==> config.mk <==
export PLATFORM = sky130hd
export DESIGN_NAME = pipeline_hazard_ctrl
export DESIGN_NICKNAME = d
export VERILOG_FILES = /design/src/rtl/pipeline_hazard_ctrl.sv
export SDC_FILE = /design/constraint.sdc
export NUM_CORES = 1
export LEC_CHECK = 0
export CORE_UTILIZATION = 35
export DETAILED_ROUTE_END_ITERATION = 10
export DONT_BUFFER_PORTS = 1
export PLACE_DENSITY = 0.6
export SLEW_MARGIN = 20
export SYNTH_ARGS = -nofsm -noshare
export SYNTH_HDL_FRONTEND = slang
export SYNTH_SLANG_ARGS = --single-unit
==> constraint.sdc <==
create_clock -name clk -period 3.03 [get_ports clk]
set_clock_uncertainty 0.05 [all_clocks]
set_input_delay 0.909 -clock clk [delete_from_list [all_inputs] [get_ports clk]]
set_output_delay 0.909 -clock clk [all_outputs]
set_load 0.01 [all_outputs]
==> src/rtl/pipeline_hazard_ctrl.sv <==
// Central hazard/sequencing controller for the five-stage core.
// Drives the enable, hold and active-low clear controls of the IF/ID, ID/EX, EX/DM
// and DM/WB pipeline registers and the PC write enable. It resolves load-use hazards,
// EX-stage redirects, data-memory wait freezes and the halt drain/resume sequence,
// and keeps saturating stall/flush counters for debug.
//
// Ports:
//   clk, rst_n               clock (rising edge), asynchronous active-low reset
//   id_rs_i/id_rt_i          source register fields of the ID instruction
//   id_use_rs_i/id_use_rt_i  ID instruction actually reads rs/rt
//   ex_regfile_w_en_i        EX instruction writes the register file
//   ex_regfile_req_w_i       EX destination register
//   ex_is_load_i             EX writeback data comes from data memory
//   ex_redirect_i            EX-stage mispredict, PC mux already on the correct target
//   ex_halt_i / wb_halt_i    halt instruction in EX / registered into DM/WB
//   dm_busy_i                data memory cannot complete this cycle
//   resume_i                 single-cycle restart request while halted
//   pc_en_o, *_en_o          register write enables
//   if_id_stall_o            IF/ID hold
//   *_clr_o                  register clears, active-low
//   halted_o                 core is halted (registered)
//   stall_cnt_o/flush_cnt_o  saturating load-use stall / redirect counters

module pipeline_hazard_ctrl #(
  parameter int unsigned CNT_W = 32
) (
  input  logic             clk,
  input  logic             rst_n,
  input  logic [4:0]       id_rs_i,
  input  logic [4:0]       id_rt_i,
  input  logic             id_use_rs_i,
  input  logic             id_use_rt_i,
  input  logic             ex_regfile_w_en_i,
  input  logic [4:0]       ex_regfile_req_w_i,
  input  logic             ex_is_load_i,
  input  logic             ex_redirect_i,
  input  logic             ex_halt_i,
  input  logic             wb_halt_i,
  input  logic             dm_busy_i,
  input  logic             resume_i,
  output logic             pc_en_o,
  output logic             if_id_en_o,
  output logic             if_id_stall_o,
  output logic             if_id_clr_o,
  output logic             id_ex_en_o,
  output logic             id_ex_clr_o,
  output logic             ex_dm_en_o,
  output logic             ex_dm_clr_o,
  output logic             dm_wb_en_o,
  output logic             dm_wb_clr_o,
  output logic             halted_o,
  output logic [CNT_W-1:0] stall_cnt_o,
  output logic [CNT_W-1:0] flush_cnt_o
);

  typedef enum logic [1:0] {StRun, StDrain, StHalted} state_e;

  state_e           state_q, state_d;
  logic             halted_q, halted_d;
  logic [CNT_W-1:0] stall_cnt_q, stall_cnt_d;
  logic [CNT_W-1:0] flush_cnt_q, flush_cnt_d;

  logic lu;
  logic stall_inc, flush_inc;
  logic pc_en, if_id_en, if_id_stall, if_id_clr, id_ex_en, id_ex_clr;
  logic ex_dm_en, ex_dm_clr, dm_wb_en, dm_wb_clr;

  // $0 is never a real producer, so a load targeting it cannot create a hazard.
  assign lu = ex_is_load_i && ex_regfile_w_en_i && (ex_regfile_req_w_i != 5'd0) &&
              ((id_use_rs_i && (id_rs_i == ex_regfile_req_w_i)) ||
               (id_use_rt_i && (id_rt_i == ex_regfile_req_w_i)));

  always_comb begin
    // Safe default: everything frozen, no clears.
    pc_en       = 1'b0;
    if_id_en    = 1'b0;
    if_id_stall = 1'b0;
    if_id_clr   = 1'b1;
    id_ex_en    = 1'b0;
    id_ex_clr   = 1'b1;
    ex_dm_en    = 1'b0;
    ex_dm_clr   = 1'b1;
    dm_wb_en    = 1'b0;
    dm_wb_clr   = 1'b1;
    state_d     = state_q;
    halted_d    = halted_q;
    stall_inc   = 1'b0;
    flush_inc   = 1'b0;

    unique case (state_q)
      StRun: begin
        if (!dm_busy_i) begin
          pc_en    = 1'b1;
          if_id_en = 1'b1;
          id_ex_en = 1'b1;
          ex_dm_en = 1'b1;
          dm_wb_en = 1'b1;
          if (ex_halt_i) begin
            // Stop fetching and squash younger work; let the halt flow to WB.
            pc_en     = 1'b0;
            if_id_clr = 1'b0;
            id_ex_clr = 1'b0;
            state_d   = StDrain;
          end else if (ex_redirect_i) begin
            // Redirect wins over load-use: the dependent instruction is squashed anyway.
            if_id_clr = 1'b0;
            id_ex_clr = 1'b0;
            flush_inc = 1'b1;
          end else if (lu) begin
            pc_en       = 1'b0;
            if_id_stall = 1'b1;
            id_ex_clr   = 1'b0;
            stall_inc   = 1'b1;
          end
        end
      end
      StDrain: begin
        if (!dm_busy_i) begin
          if_id_clr = 1'b0;
          id_ex_clr = 1'b0;
          ex_dm_en  = 1'b1;
          dm_wb_en  = 1'b1;
        end
        if (wb_halt_i) begin
          state_d  = StHalted;
          halted_d = 1'b1;
        end
      end
      StHalted: begin
        if (resume_i) begin
          // Restart from a clean pipeline.
          if_id_clr = 1'b0;
          id_ex_clr = 1'b0;
          ex_dm_clr = 1'b0;
          dm_wb_clr = 1'b0;
          state_d   = StRun;
          halted_d  = 1'b0;
        end
      end
      default: state_d = StRun;
    endcase

    stall_cnt_d = stall_cnt_q;
    flush_cnt_d = flush_cnt_q;
    if (stall_inc && (stall_cnt_q != '1)) stall_cnt_d = stall_cnt_q + 1'b1;
    if (flush_inc && (flush_cnt_q != '1)) flush_cnt_d = flush_cnt_q + 1'b1;
  end

  always_ff @(posedge clk or negedge rst_n) begin
    if (!rst_n) begin
      state_q     <= StRun;
      halted_q    <= 1'b0;
      stall_cnt_q <= '0;
      flush_cnt_q <= '0;
    end else begin
      state_q     <= state_d;
      halted_q    <= halted_d;
      stall_cnt_q <= stall_cnt_d;
      flush_cnt_q <= flush_cnt_d;
    end
  end

  // Outputs are forced to the frozen/no-clear pattern while reset is held.
  assign pc_en_o       = rst_n & pc_en;
  assign if_id_en_o    = rst_n & if_id_en;
  assign if_id_stall_o = rst_n & if_id_stall;
  assign if_id_clr_o   = ~rst_n | if_id_clr;
  assign id_ex_en_o    = rst_n & id_ex_en;
  assign id_ex_clr_o   = ~rst_n | id_ex_clr;
  assign ex_dm_en_o    = rst_n & ex_dm_en;
  assign ex_dm_clr_o   = ~rst_n | ex_dm_clr;
  assign dm_wb_en_o    = rst_n & dm_wb_en;
  assign dm_wb_clr_o   = ~rst_n | dm_wb_clr;
  assign halted_o      = halted_q;
  assign stall_cnt_o   = stall_cnt_q;
  assign flush_cnt_o   = flush_cnt_q;

endmodule

# == After elaboration in Yosys (flattened, before gate mapping) ==
# Index checks and enable logic that the tools add are counted.
# totals
regBits,67
inputBits,26
out_inout_bits,75
# op_classes
addsub,2
eq_ne,10
n_mux,36
n_bitwise,8
reduce_logical,14
# op_table
op,n
32-bit by 1-bit adder with 32-bit output (second input constant),2
32-bit inequality test (second input constant),2
1-bit 2-to-1 mux,28
5-bit equality test,2
2-bit 2-to-1 mux,4
2-bit inequality test (second input constant),4
1-bit logical AND,7
1-bit case mux with 3 select lines,2
2-bit case mux with 3 select lines,1
5-bit nonzero test,1
1-bit bitwise AND,4
4-bit AND reduction,1
1-bit bitwise OR,3
3-bit AND reduction,1
2-bit by 1-bit equality test with 1-bit output (second input constant),1
2-bit equality test (second input constant),1
2-bit logical NOT,1
1-bit case mux with 2 select lines,1
2-bit nonzero test,1
2-bit OR reduction,1
1-bit logical OR,1
1-bit inverter,1

# == Longest topological paths before layout ==
# Gate-level depths: netlist of run 1.
# depth
depth_word,10
ltp_mapped,8
ltp_nobuf,7

# == Worst setup path before layout of run 1 ==
# Ideal clock, no wire load.
# synth_timing
kind,input to output
from,input ex_regfile_req_w_i[1]
to,output if_id_stall_o
t_arrival_ns,2.120
required_time_ns,2.071
slack_ns,-0.049
cell_stages,5
path_cell_list,or4_1 -> o211ai_1 -> or3_4 -> nor2_1 -> and2_1
# synth_via
elab_chain_len,10
# synth_rtl
element,line_no,text
start: declaration,34,"input logic [4:0] ex_regfile_req_w_i,"
5-bit equality test (on tied branches),"70, 71",
1-bit logical AND (on tied branches),"70, 71",
1-bit logical OR,70,((id_use_rs_i && (id_rs_i == ex_regfile_req_w_i)) ||
1-bit logical AND *,69,assign lu = ex_is_load_i && ex_regfile_w_en_i && (ex_regfile_req_w_i != 5'd0) &&
1-bit 2-to-1 mux *,109,end else if (lu) begin
1-bit 2-to-1 mux *,104,end else if (ex_redirect_i) begin
1-bit 2-to-1 mux *,98,if (ex_halt_i) begin
1-bit 2-to-1 mux *,92,if (!dm_busy_i) begin
1-bit 2-to-1 mux *,90,unique case (state_q)
1-bit bitwise AND *,166,assign if_id_stall_o = rst_n & if_id_stall;
end: declaration,43,"output logic if_id_stall_o,"
# Mark *: on every way between the ends. The rest lies on a longest branch, timed or not.

# == Worst setup path in the final report of run 1 ==
# layout_timing
from,input ex_regfile_req_w_i[1]
to,output pc_en_o
# layout_via
elab_chain_len,10
# layout_rtl
element,line_no,text
5-bit equality test (on tied branches),"70, 71",
1-bit logical AND (on tied branches),"70, 71",
1-bit logical OR,70,
1-bit logical AND *,69,
1-bit 2-to-1 mux *,109,
1-bit 2-to-1 mux *,104,
1-bit 2-to-1 mux *,98,
1-bit 2-to-1 mux *,92,
1-bit 2-to-1 mux *,90,
1-bit bitwise AND *,164,assign pc_en_o = rst_n & pc_en;
end: declaration,41,"output logic pc_en_o,"
# Marks and branches as above.

==> reports/qor_table.md, run 1 <==
| Item | This run | Unit |
|:---|:---|:---|
| Crit path required time | 2.07 | ns |
| Critical path's top delay family | simple AND/OR/NAND/NOR gates | - |
| Number of I/O pins | 101 | - |
| Post-CTS Hold Buffers | 0 | - |
| Rows | 35 | - |
| Fraction of synthesized cell area taken by the top area cell type | 48.9 | % |
| Final-stage net count | 380 | - |
| Overall die width | 101 | um |
| Setup repair after global routing missed its margin | yes | - |
| Wire length per cell | 15.7 | um |
| Setup violations, final | 2 | - |
| Number of non-filler instances in the completed layout | 486 | - |
| Cell taking the most area after synthesis | sky130_fd_sc_hd__dfrtp_1 | - |
| Main flop type after synthesis | sky130_fd_sc_hd__dfrtp_1 | - |
| Global-route wire length before repair | 12400 | um |
| Chip height | 101 | um |
| Floorplan die area | 10200 | um^2 |
| Library cells used by synthesis | 44 | - |
| Area of the placeable core | 9370 | um^2 |
| Total vias in the final route | 2538 | - |
| Period utilization | 100 | % |
| Number of violations reported at the end of detailed-routing iteration 0 | 81 | - |
| R2R depth | 6 | - |
| Placer Congestion | 0.768 | - |
| Clock period minus final worst setup slack | 3.04 | ns |
| Worst slew margin relative to its limit | 62.0 | % |
| First-pass iteration count of the detailed router | 4 | - |
| Cell with the most instances after synthesis | sky130_fd_sc_hd__dfrtp_1 | - |
| Max Cap Viol | 0 | - |
| Synthesized area | 3430 | um^2 |
| Worst Path Arrival | 2.08 | ns |
| Most numerous cell on the critical path | sky130_fd_sc_hd__buf_4 | - |
| Worst hold slack across all endpoints | 0.212 | ns |
| Initial standard-cell utilization of the core | 36.6 | % |
| TritonCTS clock tree | yes | - |
| Number of H-tree levels | 3 | - |
| Syn Area/Cell | 10.2 | um^2 |
| Antenna diode count | 0 | - |
| Cell count along the critical path | 5 | - |
| Synth cell count leaders | 67 x sky130_fd_sc_hd__dfrtp_1, 45 x sky130_fd_sc_hd__xnor2_1, 30 x sky130_fd_sc_hd__nand2_1, 30 x sky130_fd_sc_hd__nand3_1 | - |
| Cell Count Post-Placement | 469 | - |
| Result of the run | finished with violations | - |
| Detailed-route DRC error count | 0 | - |
| Power per cell area | 496 | nW/um^2 |
| Highest net fanout along the worst path | 3 | - |
| Clock network latency to the later pin of the worst-skew pair | 0.34 | ns |
| Post-route total power | 1920 | uW |
| List of cells traversed by the critical path | or4_1 > o211ai_1 > buf_4 > buf_4 > o311a_1 | - |
| Failing checks | setup timing | - |
| Cell at the slowest stage of the critical path | sky130_fd_sc_hd__or4_1 | - |
| Worst-case register-to-register setup slack | 0.39 | ns |
| Startpoint-to-endpoint class of the critical path | input pin to primary output | - |
| Wire length reported by the detailed router | 7620 | um |
| Async S/R FF share, synth | 100 | % |
| Kind of start point of the critical path | input pin | - |
| Final antenna-violating net count | 0 | - |
| Total track usage | 15.9 | % |
| Startpoint of the worst-slack reg-to-reg timing path | state_q[1]$_DFFE_PN0P_ | - |
| Worst hold path type | input pin to asynchronous set/reset pin | - |
| Area growth, synth to finish | 12.9 | % |
| Worst-case clock buffer depth | 2 | - |
| Pin count of the biggest net entering global routing | 72 | - |
| Synth Net Count | 363 | - |
| Highest clock rate | 0.329 | GHz |
| IR drop worst, VDD | 318 | uV |
| Count of endpoints failing hold in the final timing report | 0 | - |
| Remaining Overflow, GRT | 0 | - |
| Worst-case setup margin in the final layout | -0.00741 | ns |
| Slew Viols, Final | 0 | - |
| Post-detail-place hpwl | 5500 | um |
| Seq cells post-synth | 67 | - |
| Number of antenna violations at the first check in global routing | 0 | - |
| DP Worst Slack | -0.0778 | ns |
| Via count of the first global-routing pass | 2562 | - |
| Share of post-route cells with drive strength above 1 | 12.3 | % |
| FF-to-FF End | stall_cnt_o[7]$_DFFE_PN0P_ | - |
| Number of flops mapped to enable cells by yosys | 0 | - |
| Leakage component of the power | 0.00166 | uW |
| Number of fill cells in the layout | 935 | - |
| Buffers and inverters on the worst path | 2 | - |
| Total clock buffers created by CTS | 9 | - |
| Slowest stage delay, CP | 0.50 | ns |
| Kind of end point of the critical path | primary output | - |
| Root Buffer Master | sky130_fd_sc_hd__clkbuf_8 | - |
| CTS clk-pin slew, worst paths | 0.07 | ns |
| Input/output buffers | 0 | - |
| Worst-Margin Slew | 0.565 | ns |
| Total clock sinks | 67 | - |
| Mapped Cells | 335 | - |
| Largest cells by area after synthesis | sky130_fd_sc_hd__dfrtp_1 49%, sky130_fd_sc_hd__xnor2_1 12%, sky130_fd_sc_hd__xor2_1 6.6% | - |
| Portion of the post-synthesis area used by sequential elements | 48.9 | % |
| Vias per Instance | 5.22 | - |
| Yosys warning total | 0 | - |
## stage by stage
step | area (um^2) | TNS, ns | utilization [%]
6_report | 3870 | -0.0104 | 41.3
2_1_floorplan | 3430 | -0.0136 | -
4_1_cts | 3860 | -0.00819 | 41.2
3_3_place_gp | 3640 | -0.0862 | 38.8
5_1_grt | 3870 | -0.258 | 41.3
3_5_place_dp | 3640 | -0.154 | 38.8
## flip-flops by register name (all words and copies together) (netlist names)
| register | cells |
|---|---|
| flush_cnt_o | 32 |
| halted_o | 1 |
| stall_cnt_o | 32 |
| state_q | 2 |
## layer usage
| metal | track usage [%] | vias to the layer above | wire length (um) |
|---|---|---|---|
| li1 | - | 1211 | - |
| met1 | 17.4 | 1234 | 3120 |
| met2 | 27.3 | 86 | 3840 |
| met3 | 7.07 | 7 | 591 |
| met4 | 5.46 | 0 | 72 |
| met5 | 0 | - | 0 |
## final cells by class
class                           count  area [um^2]  share of cell area (%)
Inverter                            8         30.0                   0.776
Sequential cell                    67         1680                    43.4
Multi-Input combinational cell    251         1680                    43.4
Clock buffer                       11          131                    3.40
Timing Repair Buffer               15          113                    2.91
Tap cell                          129          161                    4.17
Clock inverter                      5         77.6                    2.01
## cells in the final DEF (no fill, tap or decap), drive strengths merged, types with 2 or more instances in the layout
| cell | synthesis | routed |
|---|---|---|
| nand4 | 21 | 21 |
| inv | 8 | 8 |
| and4 | 5 | 5 |
| nand2 | 30 | 30 |
| xnor2 | 46 | 46 |
| nor2 | 26 | 26 |
| dfrtp | 67 | 67 |
| nor3 | 12 | 12 |
| o21ai | 3 | 3 |
| and2 | 8 | 8 |
| clkinv | 0 | 2 |
| a21oi | 2 | 2 |
| nand2b | 3 | 3 |
| or3 | 2 | 2 |
| nor4 | 10 | 10 |
| or2 | 2 | 2 |
| buf | 6 | 15 |
| and3 | 4 | 4 |
| ha | 2 | 2 |
| bufinv | 0 | 2 |
| nand3 | 30 | 30 |
| clkbuf | 3 | 11 |
| or4 | 3 | 3 |
| xor2 | 26 | 26 |
## cell families after synthesis
group	Yosys count	share of synthesized area [%]
compound gates	16	3.47
xor+xnor	72	18.6
fa+ha+maj	2	0.730
buf+inv	17	2.67
flops	67	48.9
mux	1	0.329
simple gates	160	25.2
## power by group
part,leakage (uW),switching (uW),internal (uW),total (uW)
clock network,0.000103,337,461,798
logic,0.000646,50.7,58.0,109
registers,0.000908,78.5,932,1010
## worst register-to-register path, stage by stage, from the launching register on
cell	delay (ns)
sky130_fd_sc_hd__dfrtp_1	0.47
sky130_fd_sc_hd__or4_4	0.58
sky130_fd_sc_hd__or3_4	0.35
sky130_fd_sc_hd__buf_4	0.15
sky130_fd_sc_hd__a311o_1	0.42
sky130_fd_sc_hd__or3_4	0.37
sky130_fd_sc_hd__xnor2_2	0.13
## worst max path at each step
stage                          startpoint             to
floorplan           ex_regfile_req_w_i[1]  if_id_stall_o
global placement    ex_regfile_req_w_i[1]    id_ex_clr_o
detailed placement  ex_regfile_req_w_i[1]    id_ex_clr_o
CTS                 ex_regfile_req_w_i[1]  if_id_stall_o
global route        ex_regfile_req_w_i[1]    id_ex_clr_o
finish              ex_regfile_req_w_i[1]        pc_en_o
## repair_timing
action / 4_1_cts / 5_1_grt
gates resized for setup: 4 / 0
endpoints found under the hold margin: 0 / 0
pin swaps: 1 / 0
endpoints found under the setup margin: 3 / 3
setup buffers: 0 / 1
No activity file was read; power rests on OpenSTA's default activity.
==> run 2: changes to the inputs <==
- PLACE_DENSITY: 0.6 -> 0.58
- clock period: 3.03 -> 3.3 ns (I/O delays scaled with it)
==> run 2 against run 1 <==
Effect of this change:
- largest cell class unchanged
- the flow now finishes without violations
- sequential share of layout area up 0.16 points
- sequential power down 8%
- wire length down 3.0%
==> reports/qor_table.md, run 2 (synthesis results as in run 1) <==
| Item | This run | Unit |
|:---|:---|:---|
| Wire length reported by the detailed router | 7400 | um |
| Number of antenna violations at the first check in global routing | 0 | - |
| Number of violations reported at the end of detailed-routing iteration 0 | 61 | - |
| TritonCTS clock tree | yes | - |
| Number of H-tree levels | 3 | - |
| Global-route wire length before repair | 11800 | um |
| Buffers and inverters on the worst path | 0 | - |
| Highest clock rate | 0.310 | GHz |
| Post-route total power | 1810 | uW |
| Chip height | 101 | um |
| Total track usage | 15.1 | % |
| Setup violations, final | 0 | - |
| Crit path required time | 2.26 | ns |
| Gr busiest metal | met2 | - |
| Startpoint-to-endpoint class of the critical path | input pin to primary output | - |
| Slew Viols, Final | 0 | - |
| Worst hold slack across all endpoints | 0.282 | ns |
| Input/output buffers | 0 | - |
| Cell at the slowest stage of the critical path | sky130_fd_sc_hd__or4_1 | - |
| Max Cap Viol | 0 | - |
| Worst-case clock buffer depth | 2 | - |
| Setup repair after global routing missed its margin | no | - |
| Final antenna-violating net count | 0 | - |
| Rows | 35 | - |
| Period utilization | 97.8 | % |
| DP Worst Slack | -0.00183 | ns |
| Clock period minus final worst setup slack | 3.23 | ns |
| Result of the run | finished, final reports clean | - |
| Final-stage net count | 376 | - |
| Root Buffer Master | sky130_fd_sc_hd__clkbuf_8 | - |
| Total vias in the final route | 2489 | - |
| Critical path's top delay family | simple AND/OR/NAND/NOR gates | - |
| IR drop worst, VDD | 222 | uV |
| Vias per Instance | 5.16 | - |
| Met1 track utilization from global routing | 17.5 | % |
| List of cells traversed by the critical path | or4_1 > o211ai_1 > or3_4 > nor2_2 > and2_4 | - |
| Highest net fanout along the worst path | 3 | - |
| Initial standard-cell utilization of the core | 36.6 | % |
| Antenna diode count | 0 | - |
| Commonest cells after routing, fill and taps aside | 67 x sky130_fd_sc_hd__dfrtp_1, 45 x sky130_fd_sc_hd__xnor2_1, 30 x sky130_fd_sc_hd__nand2_1, 30 x sky130_fd_sc_hd__nand3_1, 26 x sky130_fd_sc_hd__xor2_1 | - |
| Total clock buffers created by CTS | 9 | - |
| Worst hold path type | input pin to asynchronous set/reset pin | - |
| Worst Path Arrival | 2.19 | ns |
| Worst-Margin Slew | 0.711 | ns |
| Via count of the first global-routing pass | 2349 | - |
| Worst-case register-to-register setup slack | 0.64 | ns |
| First-pass iteration count of the detailed router | 4 | - |
| Final core utilization | 41.1 | % |
| Met2 usage | 24.6 | % |
| Number of I/O pins | 101 | - |
| Setup TNS | 0 | ns |
| Post-detail-place hpwl | 5500 | um |
| Power per cell area | 471 | nW/um^2 |
| Kind of start point of the critical path | input pin | - |
| Met3 usage | 6.66 | % |
| Startpoint of the worst-slack reg-to-reg timing path | state_q[0]$_DFFE_PN0P_ | - |
| Kind of end point of the critical path | primary output | - |
| Most common cell after layout, fill and taps aside | sky130_fd_sc_hd__dfrtp_1 | - |
| Number of fill cells in the layout | 925 | - |
| Placer Congestion | 0.730 | - |
| Overall die width | 101 | um |
| FF-to-FF End | stall_cnt_o[7]$_DFFE_PN0P_ | - |
| Clock network latency to the later pin of the worst-skew pair | 0.34 | ns |
| Worst-case setup margin in the final layout | 0.0737 | ns |
| CTS clk-pin slew, worst paths | 0.08 | ns |
| R2R depth | 6 | - |
| Wire length per cell | 15.3 | um |
| Share of post-route cells with drive strength above 1 | 11.0 | % |
| Floorplan die area | 10200 | um^2 |
| Leakage component of the power | 0.00165 | uW |
| Count of endpoints failing hold in the final timing report | 0 | - |
| Setup fix buffers added after clock tree synthesis | 0 | - |
| Total clock sinks | 67 | - |
| Area of the placeable core | 9370 | um^2 |
| Pin count of the biggest net entering global routing | 72 | - |
| Worst slew margin relative to its limit | 52.2 | % |
| Slowest stage delay, CP | 0.51 | ns |
| Detailed-route DRC error count | 0 | - |
| Remaining Overflow, GRT | 0 | - |
| Area growth, synth to finish | 12.4 | % |
==> run 2: changes by cell type in the layout (fill, tap and decap cells not counted), sizes merged <==
cell / delta
buf: -4
==> run 2: layout make-up <==
| type | instances | area, um^2 | share of cell area (%) |
|---|---|---|---|
| flip-flops and latches | 67 | 1680 | 43.5 |
| multi-input cells | 251 | 1660 | 43.2 |
| well taps | 129 | 161 | 4.19 |
| clock buffers | 11 | 151 | 3.93 |
| clock inverters | 5 | 85.1 | 2.21 |
| repair buffers | 11 | 82.6 | 2.14 |
| inverters | 8 | 30.0 | 0.780 |
==> run 2: worst reg2reg max path, stage by stage (launching register included) <==
cell and delay (ns):
sky130_fd_sc_hd__dfrtp_1 0.49, sky130_fd_sc_hd__or4_4 0.56, sky130_fd_sc_hd__or3_4 0.35, sky130_fd_sc_hd__buf_4 0.15
sky130_fd_sc_hd__a311o_1 0.44, sky130_fd_sc_hd__or3_4 0.38, sky130_fd_sc_hd__xnor2_2 0.13
==> run 2: through the flow <==
| stage | cells | area (um^2) |
|---|---|---|
| 6_report | 482 | 3850 |
| 5_1_grt | 482 | 3850 |
| 3_5_place_dp | 466 | 3610 |
| 2_1_floorplan | 335 | 3430 |
| 4_1_cts | 482 | 3850 |
| 3_3_place_gp | 466 | 3610 |
==> run 2: how the worst max path moves through the flow <==
stage / start / endpoint / depth (start not counted)
global route: ex_regfile_req_w_i[1] / if_id_stall_o / 5
finish: ex_regfile_req_w_i[1] / if_id_stall_o / 5
detailed placement: ex_regfile_req_w_i[1] / if_id_stall_o / 5
floorplan: ex_regfile_req_w_i[1] / if_id_stall_o / 5
CTS: ex_regfile_req_w_i[1] / if_id_stall_o / 5
global placement: ex_regfile_req_w_i[1] / if_id_stall_o / 5
==> run 2: repair_timing <==
action,CTS,global route
pin swaps,1,3
setup endpoints to repair,1,2
gates cloned,0,0
hold buffers,0,0
resized for setup,1,2
==> run 2: routing by layer <==
metal  wire length (um)  vias to the layer above
li1                   -                     1199
met2               3630                       75
met3                568                        8
met5                  0                        -
met4                 89                        0
met1               3110                     1207
==> run 2: where the power goes <==
part           total (uW)  switching, uW  leakage, uW  internal (uW)
clock network         791            322     0.000116            469
registers             927           71.4     0.000910            855
logic                93.5           42.0     0.000622           51.5
total                1810            436      0.00165           1380
==> run 3: changes to the inputs <==
- CAP_MARGIN: unset -> 10
==> results of run 3 <==
Final layout, timing and power as in run 2 (identical DEF).
